`src/rtl/calc_pkg.sv`:
```
// Shared types for the calculator port engine: command/response encodings
// and the response record carried through the pipes and FIFO.
package calc_pkg;
  localparam int CALC_CMD_WIDTH  = 4;
  localparam int CALC_DATA_WIDTH = 32;

  typedef enum logic [CALC_CMD_WIDTH-1:0] {
    NOP = CALC_CMD_WIDTH'(0),
    ADD = CALC_CMD_WIDTH'(1),
    SUB = CALC_CMD_WIDTH'(2),
    SHL = CALC_CMD_WIDTH'(5),
    SHR = CALC_CMD_WIDTH'(6)
  } calc_cmd_e;

  typedef enum logic [1:0] {
    NONE    = 2'd0,
    OK      = 2'd1,
    OVF     = 2'd2,
    INVALID = 2'd3
  } calc_resp_e;

  typedef struct packed {
    calc_resp_e                 resp;
    logic [CALC_DATA_WIDTH-1:0] data;
    logic [1:0]                 tag;
  } calc_rsp_t;

  typedef enum logic {
    ST_IDLE = 1'b0,
    ST_OP2  = 1'b1
  } calc_state_e;
endpackage

```
`src/rtl/calc_rsp_fifo.sv`:
```
// Response FIFO with two write slots per cycle (slot0 lands first) and one
// read; writes that find no room are discarded and latch a sticky drop flag.
module calc_rsp_fifo
  import calc_pkg::*;
#(
  parameter int  DEPTH = 4,
  parameter type T     = calc_rsp_t
) (
  input  logic i_clk,
  input  logic i_rst_n,
  input  logic i_wr0_en,
  input  T     i_wr0_data,
  input  logic i_wr1_en,
  input  T     i_wr1_data,
  input  logic i_rd_en,
  output T     o_rd_data,
  output logic o_empty,
  output logic o_drop
);
  localparam int PW = (DEPTH > 1) ? $clog2(DEPTH) : 1;
  localparam int CW = $clog2(DEPTH + 1);

  T               r_mem [2**PW];
  logic [PW-1:0]  r_wptr, r_rptr;
  logic [CW-1:0]  r_count;
  logic           r_drop;

  logic           w_pop, w_acc0, w_acc1;
  logic [PW-1:0]  w_wr1_ptr;
  int             w_free;

  function automatic logic [PW-1:0] nxt(input logic [PW-1:0] p);
    return (int'(p) == DEPTH - 1) ? '0 : p + PW'(1);
  endfunction

  // A same-cycle pop frees its slot for the incoming writes.
  always_comb begin
    w_pop     = i_rd_en && (r_count != '0);
    w_free    = DEPTH - int'(r_count) + int'(w_pop);
    w_acc0    = i_wr0_en && (w_free >= 1);
    w_acc1    = i_wr1_en && (w_free >= (w_acc0 ? 2 : 1));
    w_wr1_ptr = w_acc0 ? nxt(r_wptr) : r_wptr;
  end

  always_ff @(posedge i_clk) begin
    if (!i_rst_n) begin
      r_wptr  <= '0;
      r_rptr  <= '0;
      r_count <= '0;
      r_drop  <= 1'b0;
    end else begin
      if (w_acc0 && w_acc1)    r_wptr <= nxt(nxt(r_wptr));
      else if (w_acc0 || w_acc1) r_wptr <= nxt(r_wptr);
      if (w_pop) r_rptr <= nxt(r_rptr);
      r_count <= r_count + CW'(w_acc0) + CW'(w_acc1) - CW'(w_pop);
      if ((i_wr0_en && !w_acc0) || (i_wr1_en && !w_acc1)) r_drop <= 1'b1;
    end
  end

  always_ff @(posedge i_clk) begin
    if (w_acc0) r_mem[r_wptr]    <= i_wr0_data;
    if (w_acc1) r_mem[w_wr1_ptr] <= i_wr1_data;
  end

  assign o_rd_data = r_mem[r_rptr];
  assign o_empty   = (r_count == '0);
  assign o_drop    = r_drop;
endmodule

```
`src/rtl/calc_port_engine.sv`:
```
// One calculator port: two-cycle request capture, add/sub and shift
// fixed-latency pipes, and a response FIFO draining one response per cycle.
module calc_port_engine
  import calc_pkg::*;
#(
  parameter int ADD_LAT        = 1,
  parameter int SHIFT_LAT      = 3,
  parameter int RSP_FIFO_DEPTH = 4
) (
  input  logic                       PClk,
  input  logic                       Rst,
  input  logic [CALC_CMD_WIDTH-1:0]  req_cmd_in,
  input  logic [CALC_DATA_WIDTH-1:0] req_data_in,
  input  logic [1:0]                 req_tag_in,
  output logic [1:0]                 out_resp,
  output logic [CALC_DATA_WIDTH-1:0] out_data,
  output logic [1:0]                 out_tag,
  output logic                       err_drop
);
  calc_state_e                r_state, w_state_nxt;
  logic                       w_capture, w_dispatch, w_is_shift;
  logic [CALC_CMD_WIDTH-1:0]  r_cmd;
  logic [CALC_DATA_WIDTH-1:0] r_op1;
  logic [1:0]                 r_tag;
  calc_rsp_t                  w_result;

  logic [ADD_LAT-1:0]         r_add_vld;
  calc_rsp_t                  r_add_pipe [ADD_LAT];
  logic [SHIFT_LAT-1:0]       r_sh_vld;
  calc_rsp_t                  r_sh_pipe  [SHIFT_LAT];

  calc_rsp_t                  w_fifo_head, r_out;
  logic                       w_fifo_empty;

  function automatic calc_rsp_t calc_exec(input logic [CALC_CMD_WIDTH-1:0]  cmd,
                                          input logic [CALC_DATA_WIDTH-1:0] op1,
                                          input logic [CALC_DATA_WIDTH-1:0] op2,
                                          input logic [1:0]                 tag);
    calc_rsp_t                  r;
    logic [CALC_DATA_WIDTH:0]   sum;
    sum    = {1'b0, op1} + {1'b0, op2};
    r.tag  = tag;
    r.resp = OK;
    r.data = '0;
    case (cmd)
      ADD:     if (sum[CALC_DATA_WIDTH]) r.resp = OVF; else r.data = sum[CALC_DATA_WIDTH-1:0];
      SUB:     if (op1 < op2) r.resp = OVF; else r.data = op1 - op2;
      SHL:     r.data = op1 << op2[4:0];
      SHR:     r.data = op1 >> op2[4:0];
      default: r.resp = INVALID;
    endcase
    return r;
  endfunction

  always_ff @(posedge PClk) begin
    if (!Rst) r_state <= ST_IDLE;
    else      r_state <= w_state_nxt;
  end

  always_comb begin
    w_state_nxt = r_state;
    w_capture   = 1'b0;
    w_dispatch  = 1'b0;
    case (r_state)
      ST_IDLE: if (req_cmd_in != '0) begin
        w_capture   = 1'b1;
        w_state_nxt = ST_OP2;
      end
      ST_OP2: begin
        w_dispatch  = 1'b1;
        w_state_nxt = ST_IDLE;
      end
      default: w_state_nxt = ST_IDLE;
    endcase
  end

  always_ff @(posedge PClk) begin
    if (w_capture) begin
      r_cmd <= req_cmd_in;
      r_op1 <= req_data_in;
      r_tag <= req_tag_in;
    end
  end

  // Dispatch edge: result is final here; the pipes only model latency.
  assign w_is_shift = (r_cmd == SHL) || (r_cmd == SHR);
  assign w_result   = calc_exec(r_cmd, r_op1, req_data_in, r_tag);

  always_ff @(posedge PClk) begin
    if (!Rst) begin
      r_add_vld <= '0;
      r_sh_vld  <= '0;
    end else begin
      r_add_vld[0] <= w_dispatch && !w_is_shift;
      r_sh_vld[0]  <= w_dispatch && w_is_shift;
      for (int i = 1; i < ADD_LAT; i++)   r_add_vld[i] <= r_add_vld[i-1];
      for (int i = 1; i < SHIFT_LAT; i++) r_sh_vld[i]  <= r_sh_vld[i-1];
    end
  end

  always_ff @(posedge PClk) begin
    r_add_pipe[0] <= w_result;
    r_sh_pipe[0]  <= w_result;
    for (int i = 1; i < ADD_LAT; i++)   r_add_pipe[i] <= r_add_pipe[i-1];
    for (int i = 1; i < SHIFT_LAT; i++) r_sh_pipe[i]  <= r_sh_pipe[i-1];
  end

  // Pipe exits: add pipe takes slot0 so it wins on simultaneous completion.
  calc_rsp_fifo #(
    .DEPTH (RSP_FIFO_DEPTH),
    .T     (calc_rsp_t)
  ) u_rsp_fifo (
    .i_clk      (PClk),
    .i_rst_n    (Rst),
    .i_wr0_en   (r_add_vld[ADD_LAT-1]),
    .i_wr0_data (r_add_pipe[ADD_LAT-1]),
    .i_wr1_en   (r_sh_vld[SHIFT_LAT-1]),
    .i_wr1_data (r_sh_pipe[SHIFT_LAT-1]),
    .i_rd_en    (1'b1),
    .o_rd_data  (w_fifo_head),
    .o_empty    (w_fifo_empty),
    .o_drop     (err_drop)
  );

  // Output stage: zeroed whenever no response is presented.
  always_ff @(posedge PClk) begin
    if (!Rst)              r_out <= '0;
    else if (w_fifo_empty) r_out <= '0;
    else                   r_out <= w_fifo_head;
  end

  assign out_resp = r_out.resp;
  assign out_data = r_out.data;
  assign out_tag  = r_out.tag;
endmodule
```
`config.mk`:
```
export PLATFORM = sky130hd
export DESIGN_NAME = calc_port_engine
export DESIGN_NICKNAME = d
export VERILOG_FILES = /design/src/rtl/calc_pkg.sv /design/src/rtl/calc_rsp_fifo.sv /design/src/rtl/calc_port_engine.sv
export SDC_FILE = /design/constraint.sdc
export NUM_CORES = 1
export LEC_CHECK = 0
export CAP_MARGIN = 15
export CORE_MARGIN = 10
export CORE_UTILIZATION = 40
export DETAILED_ROUTE_END_ITERATION = 8
export HOLD_SLACK_MARGIN = 0.08
export PLACE_DENSITY = 0.67
export SLEW_MARGIN = 20
export SYNTH_ARGS = -nofsm -noshare
export SYNTH_HDL_FRONTEND = slang
export SYNTH_HIERARCHICAL = 1
export SYNTH_SLANG_ARGS = --single-unit
```
`constraint.sdc`:
```
create_clock -name PClk -period 4.85 [get_ports PClk]
set_input_delay 0.7275 -clock PClk [delete_from_list [all_inputs] [get_ports PClk]]
set_output_delay 0.7275 -clock PClk [all_outputs]
set_load 0.005 [all_outputs]
```
==> flow_summary.toml <==
[timing]
relSlewSlack_pct = 25.6
layout_setup_ws_ns = 0.203
rsz0062_at_grt = "false"
skew_ns = 0.0291
slew_viol_final = 0
worst_slew_pin_slew_ns = 1.11
fmax_mhz = 215
hold_viol_final = 0
fin_crit_ns = 4.65
finalSetupViolations = 0
finalCritPeriodShare_pct = 95.8

[die]
start_util_pct = 40.6
die_w_um = 240
die_area_mm2 = 0.0578
rows = 80
chipHeight_um = 240
core_area_mm2 = 0.0478
ios = 77

[power_and_ir_drop]
sw_frac_of_total_pct = 30.1
power_density_mw_per_mm2 = 387
combPwrFrac_pct = 26.8
p_sw_uw = 2630
power_frac_clock_pct = 31.4
peakVddDrop_mv = 0.216
internal-power_uw = 6100
seq_power_share_pct = 41.8
p_total_uw = 8740
static-leakage-power_uw = 0.00860

[detailed_routing]
drc = 0
drt_iter0_drc = 1507
vias = 14500
firstDrtPassIters = 5
drt-wirelength-per-cell_um = 22.7
viasPerCell = 5.82
wl_um = 56400
final_antenna_net_count = 0

[layout]
diodes = 0
design_area_mm2 = 0.0226
multi_input_area_mm2 = 0.0101
regArea_mm2 = 0.00865
stdcell_count = 2486
fillers = 4348
areaGrowthSynthToFinish_pct = 16.2
drive_gt1_share_pct = 22.1
layout.nets = 1971

[clock_tree]
clkLatencyLatePin_ns = 0.56
cts-buffers-inserted = 37
htreeDepth = 2
clk_pin_slew_ns = 0.06
root_buffer = "clkbuf_16"
clockBufferDepth = 3
cts.sinks = 341
hold_buffers = 0
cts_tree = "built"

[synth]
yosys.area_share.xor_xnor_pct = 0.0902
ys.warnings.count = 6
yosysSeqAreaShare_pct = 44.5
synth.avg_cell_area_um2 = 11.1
yosysTopAreaCellShare_pct = 28.1
synth.distinct_cells = 89
synth_top_family_by_area = "multiplexers"
synth.cell_area_mm2 = 0.0194
synth_area_leaders = "edfxtp_1, dfxtp_1, mux2_2"
synth.cells.most_frequent = "edfxtp_1, dfxtp_1, nor2_1"
synth-simple-area-share_pct = 10.5
synth_compound_area_share_pct = 16.1
syn_inst = 1745
synth-edff-count = 182
synth_mux_area_share_pct = 18.7
syn_nets = 1873
ys_ff_latch = 341
async_flop_share_pct = 0
synth_area_leader_cell = "edfxtp_1"
synth_ff_type = "edfxtp_1"
synth_most_common_cell = "edfxtp_1"
synth_adder_area_share_pct = 5.82

[flow_run]
max_cap_violations = 0

[setup_path]
cp_max_fo = 22
crit_cells = 21
critPathKind = "reg -> reg"
cp_slowest_cell = "dfxtp_1"
slowest_delay_ns = 0.41
required_ns = 5.14
end_kind = "register"
path_buf_inv = 6
worstPathCellList = "inv_1 > ha_1 > nand2b_1 > inv_1 > ha_4 > nand3b_1 > or3b_4 > ha_4 > nand4bb_4 > nor4_4 > a31oi_4 > inv_2 > ha_1 > nor3b_2 > a31o_2 > o21ai_4 > buf_6 > nor3_4 > buf_4 > buf_12 > mux2_4"
crit_family = "simple AND/OR/NAND/NOR gates"
rr_worst_depth = 21
start_kind = "register"
arrival_ns = 4.94

[placement]
gp_congestion = 0.972
dp_cells = 2405
io_buffers = 76
dp_slack_ns = -0.00319
hpwl_um = 40200
place_area_mm2 = 0.0212

[hold_path]
hold_path_depth = 0
hold_class = "reg -> reg"

[global_route]
antenna_found_initial = 3
grt_max_degree = 70
grtUsageTotal_pct = 18.8
gr-total-overflow = 0
grt_pass1_wl_um = 84700
first_global_vias = 14300

[outcome]
status = "finished clean"
==> final timing paths <==
kind	from	endpoint	slack (ns)
max	u_rsp_fifo/r_count[2]	u_rsp_fifo/r_mem[1][21]	0.20
min	r_sh_pipe[0][70]	r_sh_pipe[0][106]	0.32
max reg2reg	u_rsp_fifo/r_count[2]	u_rsp_fifo/r_mem[1][21]	0.20
min reg2reg	r_sh_pipe[0][70]	r_sh_pipe[0][106]	0.32
==> per-layer routing <==
layer  vias up  global-route usage (%)  routed length [µm]  share of wire (%)
met5         -                       0                  20              0.035
met4         4                    7.50                1970                3.5
met3       111                    3.29                3270                5.8
met2       495                    30.4               26500                 47
met1      7090                    24.7               24600                 44
li1       6776                       -                   -                  -
==> power groups by stage <==
| stage | sequential [µW] | combinational, µW | clock [µW] |
|---|---|---|---|
| final | 3650 | 2340 | 2740 |
| after global routing | 3700 | 2540 | 2950 |
| after CTS | 3660 | 2310 | 2830 |
| after detailed placement | 3720 | 2290 | 0 |
| after global placement | 3700 | 2250 | 0 |
| after floorplan | 3620 | 1550 | 0 |
==> stage by stage <==
step | hold slack (ns) | utilization, % | setup TNS [ns]
after global placement | 0.310 | 44.2 | 0
after CTS | 0.319 | 46.7 | 0
after detailed placement | 0.312 | 44.2 | -0.0310
after floorplan | 0.310 | - | 0
final | 0.320 | 47.2 | 0
after global routing | 0.326 | 47.2 | 0
==> cell families after synthesis <==
group                      count (synthesis)
other                                      1
buffers and inverters                    193
muxes                                    264
adders and majority gates                 88
xor gates and xnor gates                   2
AOI/OAI and AO/OA                        451
DFF                                      341
and+or+nand+nor                          405
==> state kept, by name (all words and copies together), names as in the netlist, named ones only <==
register / flops
u_rsp_fifo/r_count: 3
r_add_pipe: 35
r_sh_vld: 3
r_add_vld: 1
u_rsp_fifo/r_rptr: 2
out_tag: 2
r_op1: 32
u_rsp_fifo/o_drop: 1
out_data: 32
r_cmd: 4
r_state: 1
r_tag: 2
u_rsp_fifo/r_mem: 144
out_resp: 2
u_rsp_fifo/r_wptr: 2
r_sh_pipe: 73
==> timing repair <==
item	in CTS	in global routing
resized for setup	1	14
setup endpoints to repair	49	288
cloned	0	5
buffers inserted	0	9
pin swaps	1	4
==> area by class of cell <==
class / count / area share (%)
tap: 615 / 3.41
clock buffer: 53 / 4.77
clock inverter: 14 / 0.471
inverter: 86 / 1.43
multi-input combinational: 1213 / 44.6
timing repair buffer: 164 / 7.00
sequential: 341 / 38.3
==> cell usage in the layout (no fill, tap or decap), drive strengths merged, types with 9 or more instances in the layout <==
master           n
a211o            9
a211oi          22
a21o            17
a21oi          111
a221o           16
a221oi          10
a22oi           14
a31oi           12
and2            44
buf             90
clkbuf          55
clkdlybuf4s50   72
clkinv          12
dfxtp          159
edfxtp         182
ha              84
inv             88
mux2           155
mux2i           56
mux4            53
nand2           73
nand2b          26
nand3           21
nor2           145
nor2b           14
nor3            22
nor4            10
o211ai          13
o21a            11
o21ai           99
o21bai          10
o221ai          14
o22ai           28
o31a            10
or2              9
or3             13
Power figures use the tool's default switching activity.
